**config.mk**
```make
export PLATFORM = sky130hd
export DESIGN_NAME = ctrl_sequencer
export DESIGN_NICKNAME = d
export VERILOG_FILES = /design/src/rtl/ctrl_sequencer_pkg.sv /design/src/rtl/ctrl_sequencer_decode.sv /design/src/rtl/ctrl_sequencer.sv
export SDC_FILE = /design/constraint.sdc
export NUM_CORES = 1
export LEC_CHECK = 0
export BUFFER_PORTS_ARGS = -buffer_cell sky130_fd_sc_hd__buf_2
export CAP_MARGIN = 20
export CORE_MARGIN = 3
export CORE_UTILIZATION = 34
export DETAILED_ROUTE_END_ITERATION = 10
export PLACE_DENSITY_LB_ADDON = 0.3
export SYNTH_ARGS = -nofsm -noshare
export SYNTH_HDL_FRONTEND = slang
export SYNTH_SLANG_ARGS = --single-unit
```
**constraint.sdc**
```tcl
create_clock -name Clk -period 4.5 [get_ports Clk]
set_input_delay 0.45 -clock Clk [delete_from_list [all_inputs] [get_ports Clk]]
set_output_delay 0.45 -clock Clk [all_outputs]
set_load 0.1 [all_outputs]
```
**src/rtl/ctrl_sequencer_pkg.sv**
```systemverilog
// Shared definitions for the basic-processor control sequencer.
// Contents:
//   opcode_e        - the 4-bit ALU/control opcode set, including the
//                     reserved codes 11..14 and HALT = 4'hF
//   ST_*            - sequencer state encodings (IDLE/FETCH/EXEC/HALTED)
//   INSTR_W, *_MSB/*_LSB - instruction word width and field slice positions
//   is_reg_write()  - opcodes that write the register file
package definitions;

  // Opcode set; 11..14 are reserved and behave as no-ops.
  typedef enum logic [3:0] {
    OP_ADD   = 4'd0,
    OP_ADDI  = 4'd1,
    OP_LSH   = 4'd2,
    OP_RSH   = 4'd3,
    OP_AND   = 4'd4,
    OP_OR    = 4'd5,
    OP_NEG   = 4'd6,
    OP_GEQ   = 4'd7,
    OP_EQ    = 4'd8,
    OP_NEQ   = 4'd9,
    OP_BNZ   = 4'd10,
    OP_RSV11 = 4'd11,
    OP_RSV12 = 4'd12,
    OP_RSV13 = 4'd13,
    OP_RSV14 = 4'd14,
    OP_HALT  = 4'hF
  } opcode_e;

  // Sequencer states, kept as plain constants for legacy tooling.
  localparam logic [1:0] ST_IDLE   = 2'd0;
  localparam logic [1:0] ST_FETCH  = 2'd1;
  localparam logic [1:0] ST_EXEC   = 2'd2;
  localparam logic [1:0] ST_HALTED = 2'd3;

  // Instruction word layout: op[8:5] rd[4:3] im[2:0], with rs overlapping im[1:0].
  localparam int INSTR_W = 9;
  localparam int OP_MSB  = 8;
  localparam int OP_LSB  = 5;
  localparam int RD_MSB  = 4;
  localparam int RD_LSB  = 3;
  localparam int IM_MSB  = 2;
  localparam int IM_LSB  = 0;
  localparam int RS_MSB  = 1;
  localparam int RS_LSB  = 0;

  // Only the ALU operations (ADD..NEQ) produce a register-file write.
  function automatic logic is_reg_write(input opcode_e op);
    return (op <= OP_NEQ);
  endfunction

endpackage

```
**src/rtl/ctrl_sequencer_decode.sv**
```systemverilog
// instr_decode: purely combinational decode of the instruction register.
// Ports:
//   ir        in   INSTR_W  latched instruction word
//   alu_op    out  4        opcode field
//   alu_im    out  3        immediate field
//   rd_addr   out  2        destination / read-port-A register
//   rs_addr   out  2        read-port-B register (shares bits with alu_im)
//   is_write  out  1        instruction writes the register file
//   is_branch out  1        instruction is BNZ
//   is_halt   out  1        instruction is HALT
module instr_decode
  import definitions::*;
(
  input  logic [INSTR_W-1:0] ir,
  output logic [3:0]         alu_op,
  output logic [2:0]         alu_im,
  output logic [1:0]         rd_addr,
  output logic [1:0]         rs_addr,
  output logic               is_write,
  output logic               is_branch,
  output logic               is_halt
);

  opcode_e op;

  assign op      = opcode_e'(ir[OP_MSB:OP_LSB]);
  assign alu_op  = ir[OP_MSB:OP_LSB];
  assign alu_im  = ir[IM_MSB:IM_LSB];
  assign rd_addr = ir[RD_MSB:RD_LSB];
  assign rs_addr = ir[RS_MSB:RS_LSB];

  // Classify the opcode; reserved codes fall through with all flags low.
  always_comb begin
    is_write  = is_reg_write(op);
    is_branch = (op == OP_BNZ);
    is_halt   = (op == OP_HALT);
  end

endmodule

```
**src/rtl/ctrl_sequencer.sv**
```systemverilog
// ctrl_sequencer: multi-cycle fetch/execute control for the 8-bit processor.
// Owns the PC and the instruction register, fetches over a req/ack handshake
// and drives ALU / register-file controls for one EXEC cycle per instruction.
// Ports:
//   Clk, Reset       clock; asynchronous active-low reset
//   Start            pulse that starts execution at PC=0 (from IDLE or HALTED)
//   ImemReq/Addr     fetch request and address (address is always the PC)
//   ImemAck/Data     fetch acknowledge with same-cycle instruction data
//   AluOp/AluIm      ALU opcode and immediate (non-zero only in EXEC)
//   RdAddr/RsAddr    register-file addresses (non-zero only in EXEC)
//   AluBranch        ALU branch flag, used only by BNZ in EXEC
//   RegWrEn          register-file write strobe, EXEC only
//   Pc               registered program counter
//   Done             high while halted
module ctrl_sequencer
  import definitions::*;
#(
  parameter int PC_W = 10
) (
  input  logic               Clk,
  input  logic               Reset,
  input  logic               Start,
  output logic               ImemReq,
  output logic [PC_W-1:0]    ImemAddr,
  input  logic               ImemAck,
  input  logic [INSTR_W-1:0] ImemData,
  output logic [3:0]         AluOp,
  output logic [2:0]         AluIm,
  output logic [1:0]         RdAddr,
  output logic [1:0]         RsAddr,
  input  logic               AluBranch,
  output logic               RegWrEn,
  output logic [PC_W-1:0]    Pc,
  output logic               Done
);

  logic [1:0]         state, state_next;
  logic [PC_W-1:0]    pc, pc_next;
  logic [INSTR_W-1:0] ir;

  logic [3:0] dec_op;
  logic [2:0] dec_im;
  logic [1:0] dec_rd, dec_rs;
  logic       dec_write, dec_branch, dec_halt;
  logic       in_exec;
  logic [PC_W-1:0] branch_offset;

  instr_decode u_decode (
    .ir        (ir),
    .alu_op    (dec_op),
    .alu_im    (dec_im),
    .rd_addr   (dec_rd),
    .rs_addr   (dec_rs),
    .is_write  (dec_write),
    .is_branch (dec_branch),
    .is_halt   (dec_halt)
  );

  // Sign-extend the 3-bit immediate so PC arithmetic wraps naturally mod 2^PC_W.
  assign branch_offset = {{(PC_W-3){dec_im[2]}}, dec_im};

  // Next-state and next-PC logic. The PC only moves on Start or at the end
  // of EXEC; HALT leaves it pointing at the HALT instruction.
  always_comb begin
    state_next = state;
    pc_next    = pc;
    case (state)
      ST_IDLE, ST_HALTED: begin
        if (Start) begin
          state_next = ST_FETCH;
          pc_next    = '0;
        end
      end
      ST_FETCH: begin
        if (ImemAck) state_next = ST_EXEC;
      end
      ST_EXEC: begin
        if (dec_halt) begin
          state_next = ST_HALTED;
        end else begin
          state_next = ST_FETCH;
          pc_next    = (dec_branch && AluBranch) ? pc + branch_offset
                                                 : pc + PC_W'(1);
        end
      end
      default: state_next = ST_IDLE;
    endcase
  end

  // State and PC registers; reset drops everything back to IDLE at PC 0.
  always_ff @(posedge Clk or negedge Reset) begin
    if (!Reset) begin
      state <= ST_IDLE;
      pc    <= '0;
    end else begin
      state <= state_next;
      pc    <= pc_next;
    end
  end

  // The instruction register captures memory data only on an acked fetch.
  always_ff @(posedge Clk or negedge Reset) begin
    if (!Reset) begin
      ir <= '0;
    end else if (state == ST_FETCH && ImemAck) begin
      ir <= ImemData;
    end
  end

  // Outputs decode straight from state so ImemReq drops as soon as reset
  // is asserted, without waiting for a clock edge.
  assign in_exec  = (state == ST_EXEC);
  assign ImemReq  = (state == ST_FETCH);
  assign ImemAddr = pc;
  assign Pc       = pc;
  assign Done     = (state == ST_HALTED);
  assign AluOp    = in_exec ? dec_op : 4'd0;
  assign AluIm    = in_exec ? dec_im : 3'd0;
  assign RdAddr   = in_exec ? dec_rd : 2'd0;
  assign RsAddr   = in_exec ? dec_rs : 2'd0;
  assign RegWrEn  = in_exec & dec_write;

endmodule

```
==> flow_summary.yaml <==
placement:
  gp_congestion: 0.801
  place_hpwl_um: 2580
  place_area_mm2: 0.00177
  pre_cts_ws_ps: 1890
  io_buffers: 47
final_layout:
  fin_area_mm2: 0.00182
  finalNetCount: 229
  synthToLayoutAreaGrowth_pct: 14.3
  post-route-util_pct: 40.9
  diodes: 0
  drive_above_1_share_pct: 35.1
drt:
  via_per_inst: 5.03
  dr.pass1.iters: 4
  drc: 0
  vias: 1293
  drtIter0Drc: 61
  wl_per_cell_um: 13.4
  final_antenna_net_count: 0
  totalWireLength_um: 3440
worst_setup_path:
  worstPathRequired_ps: 4690
  worst_setup_path_start_kind: "register"
  rrSetupSlack_ps: 1880
  reg2reg_from: "ir[6]$_DFFE_PN0P_"
  critPathKind: "reg -> reg"
  path_max_fanout: 5
  critPathCaptureType: "register"
  worstSetupEndpoint: "ImemAddr[9]$_DFFE_PN0P_"
  crit_arrival_ps: 2800
  reg2regPathDepth: 11
  reg2reg_to: "ImemAddr[9]$_DFFE_PN0P_"
  startpoint: "ir[6]$_DFFE_PN0P_"
clock_tree:
  clk_pin_slew_ps: 80
  clock_path_buffers: 2
  cts_buffers: 3
  post_cts_buffers: 0
  ctsResizeCount: 0
  clk_latency_ps: 260
  clock_sinks: 21
  cts-root-buf: "clkbuf_8"
  tritoncts: "yes"
  htreeDepth: 1
  cts_hold_buf: 0
synth:
  synth.area.top_cells: "dfrtp_1 (33%), mux2_2 (6.4%), ha_1 (6.3%), buf_4 (6.1%), and2_1 (3.5%)"
  async_flop_share_pct: 100
  synth_top_area_share_pct: 33.1
  synth-edff-count: 0
  synth_top_flop_cell: "dfrtp_1"
  ys_seq_area_share_pct: 33.1
  synth_top_cell_by_area: "dfrtp_1"
  syn-cell-area_mm2: 0.00159
  ys_seq_elements: 21
  yosysWarnings: 0
  syn_nets: 195
  syn_inst: 172
  ys_types: 47
  postSynthAreaPerCell_um2: 9.24
sta:
  rsz0062_at_grt: "false"
  max_freq_mhz: 382
  setup_viol: 0
  worstMarginPinSlew_ps: 852
  hold_ws_ps: 128
  timing.final.crit_share_pct: 58.1
  skew_ps: 1.61
  setup_slack_ps: 1880
  period_minus_slack_ps: 2620
  finalMaxSlewViolations: 0
  fin_setup_tns_ps: 0
  max-slew-margin-rel_pct: 42.9
  timing.final.hold_violations: 0
global_routing:
  grt_busiest_layer: "met2"
  grt.total_usage_pct: 13.3
  antenna_found_initial: 0
  use_met3_pct: 4.32
  grt_pass1_wl_um: 5760
  first_global_vias: 1224
  grt_start_max_net_pins: 22
  overflow: 0
  met2_usage_pct: 21.4
  use_met1_pct: 17.9
floorplanning:
  placement_rows: 24
  core_area_mm2: 0.00444
  ios: 48
  initial_core_util_pct: 35.8
  die_w_um: 74.4
  dieArea_mm2: 0.00553
  die_h_um: 74.4
power_and_ir_drop:
  power_density_mw_per_mm2: 651
  p_leak_uw: 0.000908
  ir_drop_mv: 0.346
min_path:
  min_path_type: "in -> async"
run:
  drv_cap: 0
status:
  status: "completed"
-- report_power, final --
part           total, uW  switching, uW  internal (uW)
clock                129           67.4           61.8
sequential           312           61.3            251
combinational        741            573            168
-- cells by family (layout without fill, tap and decap cells) --
family / count (synthesis) / in the layout / share of synthesized area [%]
AOI/OAI and AO/OA: 37 / 37 / 17.2
xor gates and xnor gates: 5 / 5 / 2.76
adders and majority gates: 9 / 9 / 7.56
buffers and inverters: 28 / 61 / 10.1
DFF: 21 / 21 / 33.1
muxes: 11 / 11 / 7.95
and+or+nand+nor: 61 / 61 / 21.3
-- area by class of cell --
type                            instances  area, um^2
Inverter                               10        40.0
Sequential cell                        21         526
Tap cell                               52        65.1
Multi-Input combinational cell        123         903
Clock inverter                          1        5.00
Clock buffer                            3        41.3
Timing Repair Buffer                   47         235
Fill cell                             456        2630
-- synth_stat cells (2+ instances only) --
library cell / number
a21oi_1: 8
buf_4: 13
a31oi_1: 3
and2_1: 9
buf_2: 3
nand4_1: 3
nand3_1: 6
or3_1: 2
and3b_2: 2
nand2b_1: 4
nor2_1: 10
dfrtp_1: 21
nand2_1: 12
o2bb2ai_1: 2
o21ai_1: 6
o21ai_0: 4
o211ai_1: 2
clkbuf_1: 2
xnor2_1: 3
mux2_2: 9
nor3_1: 5
o21a_1: 2
inv_1: 9
ha_1: 8
xor2_1: 2
-- state kept, by name, indices dropped and copies added (netlist names) --
register	flops
state	2
ImemAddr	10
ir	9
-- critical path, cell delays in order, from the launching register on --
cell      delay (ps)
dfrtp_1          420
and3b_2          270
and3b_1          200
nand2_1          110
inv_1             50
ha_1             280
a2111o_1         400
nand3_1          100
o2bb2a_4         170
o211ai_2          90
mux2_4           320
a32oi_2          130
-- stage by stage --
step           power, uW  instances
2_1_floorplan        962        172
3_3_place_gp        1060        253
3_5_place_dp        1060        253
4_1_cts             1190        257
5_1_grt             1260        257
6_report            1180        257
-- cells in the final DEF, fill, tap and decap left out, types with 2 or more instances in the layout --
master and instances:
a21oi_1 8, ha_1 8, o2bb2ai_1 2, a31oi_1 3
o211ai_1 2, nor3_1 5, o21a_1 2, xnor2_1 3
buf_2 47, and2_1 9, and3b_2 2, o21ai_1 6
nand4_1 3, nand3_1 6, clkbuf_8 3, mux2_2 9
xor2_1 2, dfrtp_1 21, o21ai_0 4, or3_1 2
nand2_1 12, inv_1 9, nor2_1 10, nand2b_1 4
-- how the worst min path moves through the flow --
| stage | start | endpoint | slack, ps | depth (start not counted) |
|---|---|---|---|---|
| 6_report | Reset | ImemAddr[2]$_DFFE_PN0P_ | 130 | 1 |
| 5_1_grt | Reset | ir[1]$_DFFE_PN0P_ | 170 | 1 |
| 4_1_cts | Reset | ImemAddr[2]$_DFFE_PN0P_ | 150 | 1 |
| 3_5_place_dp | Reset | ImemAddr[2]$_DFFE_PN0P_ | 440 | 1 |
| 3_3_place_gp | Reset | ImemAddr[2]$_DFFE_PN0P_ | 440 | 1 |
| 2_1_floorplan | Reset | ImemAddr[0]$_DFFE_PN0P_ | 150 | 0 |
-- layer usage --
metal	wire, um	vias up	share of wire [%]
met1	1650	595	48
li1	-	658	-
met3	230	4	6.7
met4	21	0	0.61
met2	1540	36	45
met5	0	-	0
(Power assumes the default switching activity.)
